**src/rtl/csi_pkg.sv**
```systemverilog
// Shared definitions for the CSI magnitude pipeline: mode encoding and depth.
package csi_pkg;

   typedef enum logic [1:0] {
      MAG_L0   = 2'd0,
      MAG_AMBM = 2'd1,
      MAG_L1   = 2'd2,
      MAG_PWR  = 2'd3
   } mag_mode_e;

   localparam int NUM_STAGES = 3;

endpackage

```
**src/rtl/csi_mag_pipe_if.sv**
```systemverilog
// Stream bundle around the magnitude pipeline: I/Q input beats in, magnitude beats out.
interface csi_mag_pipe_if #(
   parameter int DATA_WIDTH = 16,
   parameter int IDX_WIDTH  = 10
);
   logic signed [DATA_WIDTH-1:0]   i;
   logic signed [DATA_WIDTH-1:0]   q;
   logic                           s_valid;
   logic                           s_last;
   logic                           s_ready;
   logic [1:0]                     mode;
   logic [2*DATA_WIDTH-1:0]        mag;
   logic [IDX_WIDTH-1:0]           idx;
   logic                           m_last;
   logic                           m_valid;
   logic                           m_ready;

   modport master (
      output i, q, s_valid, s_last, mode, m_ready,
      input  s_ready, mag, idx, m_last, m_valid
   );

   modport slave (
      input  i, q, s_valid, s_last, mode, m_ready,
      output s_ready, mag, idx, m_last, m_valid
   );
endinterface

```
**src/rtl/csi_mag_pipe_core.sv**
```systemverilog
// Three-stage magnitude datapath: |I|,|Q| -> min/max operands -> final sum.
module csi_mag_pipe_core
   import csi_pkg::*;
#(
   parameter int DATA_WIDTH = 16,
   parameter int IDX_WIDTH  = 10
) (
   input logic           clk_in,
   input logic           rst_n_in,
   csi_mag_pipe_if.slave bus
);
   localparam int W  = DATA_WIDTH;
   localparam int MW = 2 * DATA_WIDTH;

   logic s1_valid, s1_ready, s1_load;
   logic s2_valid, s2_ready, s2_load;
   logic s3_valid, s3_ready, s3_load;

   pipe_stage_ctrl u_s1 (.clk_in, .rst_n_in, .up_valid_in(bus.s_valid), .dn_ready_in(s2_ready),
                         .valid_out(s1_valid), .ready_out(s1_ready), .load_out(s1_load));
   pipe_stage_ctrl u_s2 (.clk_in, .rst_n_in, .up_valid_in(s1_valid), .dn_ready_in(s3_ready),
                         .valid_out(s2_valid), .ready_out(s2_ready), .load_out(s2_load));
   pipe_stage_ctrl u_s3 (.clk_in, .rst_n_in, .up_valid_in(s2_valid), .dn_ready_in(bus.m_ready),
                         .valid_out(s3_valid), .ready_out(s3_ready), .load_out(s3_load));

   assign bus.s_ready = rst_n_in & s1_ready;

   // Mode is captured on the first beat of a frame and reused for the rest of it.
   mag_mode_e            mode_q, beat_mode_d;
   logic                 frame_start_q;
   logic [IDX_WIDTH-1:0] idx_q;

   assign beat_mode_d = frame_start_q ? mag_mode_e'(bus.mode) : mode_q;

   always_ff @(posedge clk_in or negedge rst_n_in) begin
      if (!rst_n_in) begin
         mode_q        <= MAG_L0;
         frame_start_q <= 1'b1;
         idx_q         <= '0;
      end else if (s1_load) begin
         mode_q        <= beat_mode_d;
         frame_start_q <= bus.s_last;
         idx_q         <= bus.s_last ? '0 : idx_q + 1'b1;
      end
   end

   // Two's complement negate keeps -2^(W-1) as 2^(W-1) in an unsigned W-bit field.
   logic [W-1:0] i_u, q_u, abs_i_d, abs_q_d;
   assign i_u     = bus.i;
   assign q_u     = bus.q;
   assign abs_i_d = i_u[W-1] ? (~i_u + 1'b1) : i_u;
   assign abs_q_d = q_u[W-1] ? (~q_u + 1'b1) : q_u;

   logic [W-1:0]         s1_abs_i_q, s1_abs_q_q;
   mag_mode_e            s1_mode_q;
   logic [IDX_WIDTH-1:0] s1_idx_q;
   logic                 s1_last_q;

   always_ff @(posedge clk_in or negedge rst_n_in) begin
      if (!rst_n_in) begin
         s1_abs_i_q <= '0;
         s1_abs_q_q <= '0;
         s1_mode_q  <= MAG_L0;
         s1_idx_q   <= '0;
         s1_last_q  <= 1'b0;
      end else if (s1_load) begin
         s1_abs_i_q <= abs_i_d;
         s1_abs_q_q <= abs_q_d;
         s1_mode_q  <= beat_mode_d;
         s1_idx_q   <= idx_q;
         s1_last_q  <= bus.s_last;
      end
   end

   logic [W-1:0]  mx_d, mn_d;
   logic [MW-1:0] op_a_d, op_b_d;

   always_comb begin
      mx_d   = (s1_abs_i_q >= s1_abs_q_q) ? s1_abs_i_q : s1_abs_q_q;
      mn_d   = (s1_abs_i_q >= s1_abs_q_q) ? s1_abs_q_q : s1_abs_i_q;
      op_a_d = MW'(mx_d);
      op_b_d = MW'(mn_d >> 2);
      case (s1_mode_q)
         MAG_AMBM: begin
            op_a_d = MW'(mx_d - (mx_d >> 3));
            op_b_d = MW'(mn_d >> 1);
         end
         MAG_L1: begin
            op_a_d = MW'(s1_abs_i_q);
            op_b_d = MW'(s1_abs_q_q);
         end
         MAG_PWR: begin
            op_a_d = MW'(s1_abs_i_q) * MW'(s1_abs_i_q);
            op_b_d = MW'(s1_abs_q_q) * MW'(s1_abs_q_q);
         end
         default: ;
      endcase
   end

   logic [W-1:0]         s2_mx_q;
   logic [MW-1:0]        s2_op_a_q, s2_op_b_q;
   mag_mode_e            s2_mode_q;
   logic [IDX_WIDTH-1:0] s2_idx_q;
   logic                 s2_last_q;

   always_ff @(posedge clk_in or negedge rst_n_in) begin
      if (!rst_n_in) begin
         s2_mx_q   <= '0;
         s2_op_a_q <= '0;
         s2_op_b_q <= '0;
         s2_mode_q <= MAG_L0;
         s2_idx_q  <= '0;
         s2_last_q <= 1'b0;
      end else if (s2_load) begin
         s2_mx_q   <= mx_d;
         s2_op_a_q <= op_a_d;
         s2_op_b_q <= op_b_d;
         s2_mode_q <= s1_mode_q;
         s2_idx_q  <= s1_idx_q;
         s2_last_q <= s1_last_q;
      end
   end

   // The alpha-max/beta-min estimate is floored at max(|I|,|Q|).
   logic [MW-1:0] sum_d, mag_d;
   assign sum_d = s2_op_a_q + s2_op_b_q;
   assign mag_d = ((s2_mode_q == MAG_AMBM) && (MW'(s2_mx_q) > sum_d)) ? MW'(s2_mx_q) : sum_d;

   logic [MW-1:0]        mag_q;
   logic [IDX_WIDTH-1:0] out_idx_q;
   logic                 out_last_q;

   always_ff @(posedge clk_in or negedge rst_n_in) begin
      if (!rst_n_in) begin
         mag_q      <= '0;
         out_idx_q  <= '0;
         out_last_q <= 1'b0;
      end else if (s3_load) begin
         mag_q      <= mag_d;
         out_idx_q  <= s2_idx_q;
         out_last_q <= s2_last_q;
      end
   end

   assign bus.mag     = mag_q;
   assign bus.idx     = out_idx_q;
   assign bus.m_last  = out_last_q;
   assign bus.m_valid = s3_valid;
endmodule

```
**src/rtl/pipe_stage_ctrl.sv**
```systemverilog
// Valid/advance bookkeeping for one pipeline stage; a stage moves when empty or
// when the stage after it moves in the same cycle.
module pipe_stage_ctrl (
   input  logic clk_in,
   input  logic rst_n_in,
   input  logic up_valid_in,
   input  logic dn_ready_in,
   output logic valid_out,
   output logic ready_out,
   output logic load_out
);
   logic valid_q;

   assign ready_out = ~valid_q | dn_ready_in;
   assign load_out  = up_valid_in & ready_out;
   assign valid_out = valid_q;

   always_ff @(posedge clk_in or negedge rst_n_in) begin
      if (!rst_n_in) begin
         valid_q <= 1'b0;
      end else if (ready_out) begin
         valid_q <= up_valid_in;
      end
   end
endmodule

```
**src/rtl/csi_mag_pipe.sv**
```systemverilog
// Top level: flat stream ports bundled onto the internal interface feeding the core.
module csi_mag_pipe #(
   parameter int DATA_WIDTH = 16,
   parameter int IDX_WIDTH  = 10
) (
   input  logic                         clk_in,
   input  logic                         rst_n_in,
   input  logic signed [DATA_WIDTH-1:0] i_in,
   input  logic signed [DATA_WIDTH-1:0] q_in,
   input  logic                         s_valid_in,
   input  logic                         s_last_in,
   output logic                         s_ready_out,
   input  logic [1:0]                   mode_in,
   output logic [2*DATA_WIDTH-1:0]      mag_out,
   output logic [IDX_WIDTH-1:0]         idx_out,
   output logic                         m_last_out,
   output logic                         m_valid_out,
   input  logic                         m_ready_in
);
   csi_mag_pipe_if #(.DATA_WIDTH(DATA_WIDTH), .IDX_WIDTH(IDX_WIDTH)) bus ();

   assign bus.i       = i_in;
   assign bus.q       = q_in;
   assign bus.s_valid = s_valid_in;
   assign bus.s_last  = s_last_in;
   assign bus.mode    = mode_in;
   assign bus.m_ready = m_ready_in;

   assign s_ready_out = bus.s_ready;
   assign mag_out     = bus.mag;
   assign idx_out     = bus.idx;
   assign m_last_out  = bus.m_last;
   assign m_valid_out = bus.m_valid;

   csi_mag_pipe_core #(.DATA_WIDTH(DATA_WIDTH), .IDX_WIDTH(IDX_WIDTH)) u_core (
      .clk_in,
      .rst_n_in,
      .bus (bus)
   );
endmodule

```
**config.mk**
```make
export PLATFORM = sky130hd
export DESIGN_NAME = csi_mag_pipe
export DESIGN_NICKNAME = d
export VERILOG_FILES = /design/src/rtl/csi_pkg.sv /design/src/rtl/csi_mag_pipe_if.sv /design/src/rtl/csi_mag_pipe_core.sv /design/src/rtl/pipe_stage_ctrl.sv /design/src/rtl/csi_mag_pipe.sv
export SDC_FILE = /design/constraint.sdc
export NUM_CORES = 1
export LEC_CHECK = 0
export ABC_CLOCK_PERIOD_IN_PS = 6550
export BUFFER_PORTS_ARGS = -buffer_cell sky130_fd_sc_hd__buf_2
export CAP_MARGIN = 20
export CORE_ASPECT_RATIO = 1.5
export CORE_UTILIZATION = 50
export DETAILED_ROUTE_END_ITERATION = 12
export PLACE_DENSITY = 0.76
export SETUP_SLACK_MARGIN = 0.02
export SLEW_MARGIN = 20
export SYNTH_ARGS = -nofsm -noshare
export SYNTH_HDL_FRONTEND = slang
export SYNTH_SLANG_ARGS = --single-unit
```
**constraint.sdc**
```tcl
create_clock -name clk_in -period 6.55 [get_ports clk_in]
set_clock_uncertainty 0.15 [all_clocks]
set_input_delay 0.3275 -clock clk_in [delete_from_list [all_inputs] [get_ports clk_in]]
set_output_delay 0.3275 -clock clk_in [all_outputs]
set_load 0.02 [all_outputs]
```
After elaboration in Yosys (flattened, before gate mapping)
Index checks and enable logic that the tools add are counted.
- register bits: 195
- word-level logic and storage cells: 55
- equal/unequal tests: 4
- reductions and logical operators: 2
- $mul: 2
- $lt $le $gt $ge: 2
- $add $sub $neg: 5
- muxes and demuxes: 9
- bitwise gates (word level): 12
- operators with widths (cell ; count):
    $pmux W32 S3 ; 2
    $mul A16 B16 Y32 ; 2
    $mux W16 ; 4
    $add A16 B1 Y16 const B ; 2
    $add A32 B32 Y32 ; 1
    $gt A16 B32 Y1 ; 1
    $mux W32 ; 1
    $not A16 Y16 ; 2
    $sub A16 B13 Y17 ; 1
    $ge A16 B16 Y1 ; 1
    $add A10 B1 Y10 const B ; 1
    $mux W10 ; 1
    $and A1 B1 Y1 ; 4
    $eq A2 B1 Y1 const B ; 2
    $eq A2 B2 Y1 const B ; 2
    $not A1 Y1 ; 3
    $or A1 B1 Y1 ; 3
    $mux W2 ; 1
    $reduce_and A2 Y1 ; 1
    $logic_and A1 B1 Y1 ; 1

Longest topological paths before layout
- depth after elaboration: 6
- gate-level depth with buffers: 27

Modules after synthesis
From an unflattened synthesis, not the netlist that was laid out.
- cell total of the unflattened synthesis: 3000
- area total of the unflattened synthesis: 26925.8 µm²
- by module, submodules not included (module ; area an instance (µm²) ; seq. area each (µm²) ; times used ; cells each):
    csi_mag_pipe_core ; 26764.4 ; 4805.9 ; 1 ; 2988
    pipe_stage_ctrl ; 53.8 ; 25.0 ; 3 ; 4

Worst setup path after synthesis
Ideal clock, no wire load.
- path type: flip-flop to flip-flop
- start: register u_core.s1_abs_i_q[14]
- end: register u_core.s2_op_a_q[29]
- setup slack: -0.043 ns
- stages on the path, launching flop included: 26
- required time: 6.264 ns
- data arrival time: 6.307 ns
- path through: dfrtp_1 > clkbuf_1 > clkbuf_1 > clkbuf_1 > nand2_1 > fa_1 > inv_1 > fa_1 > fa_1 > fa_1 > fa_1 > inv_1 > fa_1 > inv_1 > ha_1 > clkbuf_1 > a21o_1 > a21o_1 > a21o_1 > o21bai_1 > a2bb2oi_1 > a21oi_1 > o22ai_1 > o21ai_1 > a2111oi_0 > nor3_1
- word-level cells in the longest chain between the ends: 4
- elaborated cells between the ends (all ways): 5
- those cells by class: 1 x add/sub; 1 x mul; 1 x order compare; 2 x mux
- RTL lines (what ; RTL line ; text):
    from (decl) ; csi_mag_pipe_core.sv:54 ; logic [W-1:0] s1_abs_i_q, s1_abs_q_q;
    from (signal assigned) ; csi_mag_pipe_core.sv:67 ; s1_abs_i_q <= abs_i_d;
    $ge A16 B16 Y1 ; csi_mag_pipe_core.sv:79 ; mx_d = (s1_abs_i_q >= s1_abs_q_q) ? s1_abs_i_q : s1_abs_q_q;
    $mux W16 ; csi_mag_pipe_core.sv:79 ;
    $sub A16 B13 Y17 ; csi_mag_pipe_core.sv:85 ; op_a_d = MW'(mx_d - (mx_d >> 3));
    $pmux W32 S3 * ; csi_mag_pipe_core.sv:83 ; case (s1_mode_q)
    to (signal assigned) ; csi_mag_pipe_core.sv:116 ; s2_op_a_q <= op_a_d;
    to (decl) ; csi_mag_pipe_core.sv:101 ; logic [MW-1:0] s2_op_a_q, s2_op_b_q;
Mark *: on every way between the ends. The rest lies on a longest branch, timed or not.
A chain may end at the register's enable or synchronous reset.

Worst setup path after layout
- start: register u_core.s1_abs_i_q[6]
- end: register u_core.s2_op_a_q[21]
The elaborated chain is that of the path after synthesis.

==> out/qor.log <==
[routing] Pre-Repair DR Iteration Count 7
[clocking] total number of clock tree sinks 195
[critical_path] Worst path max stage delay 540 ps
[yosys] Syn. warnings 0
[yosys] share of synthesized registers carrying an async set or reset 100.0%
[placement] final HPWL from detailed placement 58740 µm
[sta] setup TNS 0 ps
[sta] measured slew at the worst slew-check pin 796.5 ps
[critical_path] critical path endpoint category register
[routing] Detail Route Antenna Nets 0
[sta] RSZ-0062 raised after global routing no
[routing] DRT iter0 DRCs 1486
[critical_path] CP Max Fanout 10
[placement] instance area after placement 28330 µm²
[sta] Max Freq 0.1588 GHz
[routing] final WL 71690 µm
[global_routing] number of antenna violations at the first check in global routing 0
[global_routing] All-Layer GR Usage 27.16%
[routing] Vias per Instance 5.593
[critical_path] crit path to u_core.s2_op_a_q[21]
[status] status finished clean
[global_routing] via count of the first global-routing pass 22170
[clocking] clock tree from TritonCTS done
[yosys] share of the yosys chip area belonging to registers 18.32%
[clocking] clock slew at reported path FFs 80 ps
[finish] antenna diode instance count 0
[floorplan] # rows 103
[routing] remaining design rule violation count 0
[critical_path] cell-by-cell listing of the critical path buf_4 > fa_1 > inv_1 > fa_1 > inv_1 > fa_1 > fa_1 > fa_1 > inv_1 > fa_1 > inv_1 > ha_1 > a21oi_1 > o21ai_1 > a22oi_2 > buf_4 > o21ai_1 > a311o_1 > a31oi_1 > o21ai_1
[yosys] number of nets in the synthesized netlist 3729
[critical_path] category of the critical setup timing path reg -> reg
[routing] routed length per instance 18.43 µm
[routing] count of vias placed by the detailed router 21750
[floorplan] count of boundary I/O pins 84
[finish] commonest non-fill, non-tap cell in the layout nand2_1
[global_routing] global-route congestion overflow total 0
[critical_path] logic depth of the worst register-to-register path 20
[clocking] deepest level of the CTS H-tree 4
[yosys] prevailing post-synth register cell dfrtp_1
[sta] # setup viols final 0
[clocking] CTS Root Buffer Type clkbuf_16
[critical_path] CP Data Arrival Time 6490 ps
[floorplan] Die Area 54230 µm²
[yosys] Seq cells post-synth 195
[critical_path] Reg-to-Reg Start u_core.s1_abs_i_q[6]
[critical_path] worst setup path startpoint u_core.s1_abs_i_q[6]
[critical_path] master of the slowest instance on the critical path fa_1
[sta] fin crit share 96.13%
[sta] number of hold-slack violations in the final timing report 0
[clocking] clock latency at the later pin of the worst-skew pair 490 ps
[yosys] Avg Synthesized Cell Area 8.639 µm²
[critical_path] critical path data required time 6740 ps
[finish] Area Growth Syn to Fin 9.928%
[floorplan] starting utilization of the core area 50.67%
[floorplan] core area 52580 µm²
[global_routing] first-pass GRT wire length 115100 µm
[worst_hold_path] worst min-delay path class in -> reg
[yosys] count of mapped cells out of synthesis 3084
[global_routing] pin count of the biggest net entering global routing 96
[floorplan] horizontal die dimension 190.5 µm
[placement] Port Buffer Count 83
[finish] FILL cells 4714
[floorplan] DIE HEIGHT 284.7 µm
[sta] shortest clock period the worst path allows after layout 6297 ps
[critical_path] Critical R2R Capture u_core.s2_op_a_q[21]
[yosys] number of unique standard cell types used by synthesis 86
[yosys] number of enable-type register cells in the synthesized netlist 0
[critical_path] worst-case register-to-register setup slack 250 ps
[finish] share of layout cells above drive strength 1 11.57%
[critical_path] kind of start point of the critical path register
[finish] Final Instance Area 29290 µm²
[clocking] clock buffer count from CTS 17
[clocking] maximum clock path buffer count 2
[sta] Slew HR 46.70%
[flow_run] max cap viols 0
[sta] count of pins over their slew limit 0
[placement] routability congestion estimate 0.9741
[finish] most frequent cells in the layout nand2_1 (497), inv_1 (490), fa_1 (328)
[finish] number of nets in the layout 3839
[yosys] Syn Std Cell Area 26640 µm²
[critical_path] cell occurring most often along the worst timing path fa_1
[synth_stat cells, drive strengths merged, types with 12 or more instances]
master  count  area [µm²]
xor2       59       516.8
o211ai     24       185.2
o21a       12       90.09
mux2i      17       170.2
a21o       53       397.9
nor2      156       585.6
clkbuf    102       382.9
xnor2      68       595.6
nand4      16       100.1
clkinv     13       48.80
o21ai     165       825.8
nor2b      14       87.58
nand3      67       390.4
dfrtp     194        4855
or3        31       193.9
a211oi     25       220.2
o21bai     12       90.09
ha        278        3478
buf        26       160.1
nor3       44       220.2
nand2b     21       131.4
a21oi     139       710.7
inv       499        1873
and2       52       325.3
nand2     501        1881
a31oi      14       87.58
o31ai      20       155.1
fa        328        6566
[worst max-delay path, delay by kind of cell (launching register included)]
family,cells,cell delay [ps]
adder cells (fa/ha/maj),7,3350
AO/OA/AOI/OAI,7,1540
flip-flops,1,500
buffers and inverters,6,590
[repair_timing]
| item | 4_1_cts | 5_1_grt |
|---|---|---|
| pin swaps | 0 | 7 |
| endpoints found under the hold margin | 100 | 0 |
| gates resized for setup | 1 | 63 |
| hold buffers | 9 | 0 |
| buffers inserted | 0 | 6 |
| endpoints found under the setup margin | 1 | 23 |
[layer usage]
layer  wire, µm  GRT usage (%)  vias to the layer above
met2      35940          47.69                      658
li1           -              -                    10210
met3       3621          3.037                      167
met5          0              0                        -
met4       3400          12.34                        0
met1      28730          33.13                    10720
[flip-flops by register name, summed over array words and instances, names as in the netlist, 16 cells and up]
register / flops
u_core.bus.mag: 32
u_core.s1_abs_i_q: 16
u_core.s2_op_b_q: 32
u_core.s2_op_a_q: 32
u_core.s2_mx_q: 16
u_core.s1_abs_q_q: 16
[how the worst min path moves through the flow]
stage                     depth (start not counted)  slack, ps  startpoint               endpoint
after detailed placement                          1        300    rst_n_in     u_core.s2_idx_q[6]
after global placement                            1        300    rst_n_in     u_core.s2_idx_q[6]
after floorplan                                   0       -120    rst_n_in      u_core.bus.idx[0]
after CTS                                         3          7    q_in[13]  u_core.s1_abs_q_q[13]
final                                             3         20    q_in[13]  u_core.s1_abs_q_q[13]
after global routing                              3         20    q_in[13]  u_core.s1_abs_q_q[13]
[metrics by stage]
step           worst slack (ps)  hold WS, ps  utilization [%]  cells
2_1_floorplan             38.91       -118.1                -   3084
3_3_place_gp              92.64        295.5            53.87   3842
3_5_place_dp              2.949        296.7            53.87   3842
4_1_cts                   53.85        7.334            55.25   3883
5_1_grt                   28.47        22.14            55.70   3889
6_report                  253.4        23.33            55.70   3889
[cell type report]
cell class	count	area [µm²]	area share, %
Multi-Input combinational cell	2249	19470	66.48
Sequential cell	195	4902	16.74
Inverter	512	1932	6.596
Timing Repair Buffer	219	1504	5.135
Tap cell	682	853.3	2.914
Clock buffer	19	442.9	1.512
Clock inverter	13	183.9	0.6280
[logic make-up after synthesis]
family | share of synthesized area, %
compound gates | 12.54
simple gates | 15.97
xor+xnor | 4.175
buf+inv | 9.252
mux | 2.034
fa+ha+maj | 37.70
flops | 18.32
Power is not shown: default switching activity piles up to over one toggle a cycle in this logic, so the estimate is an artifact.
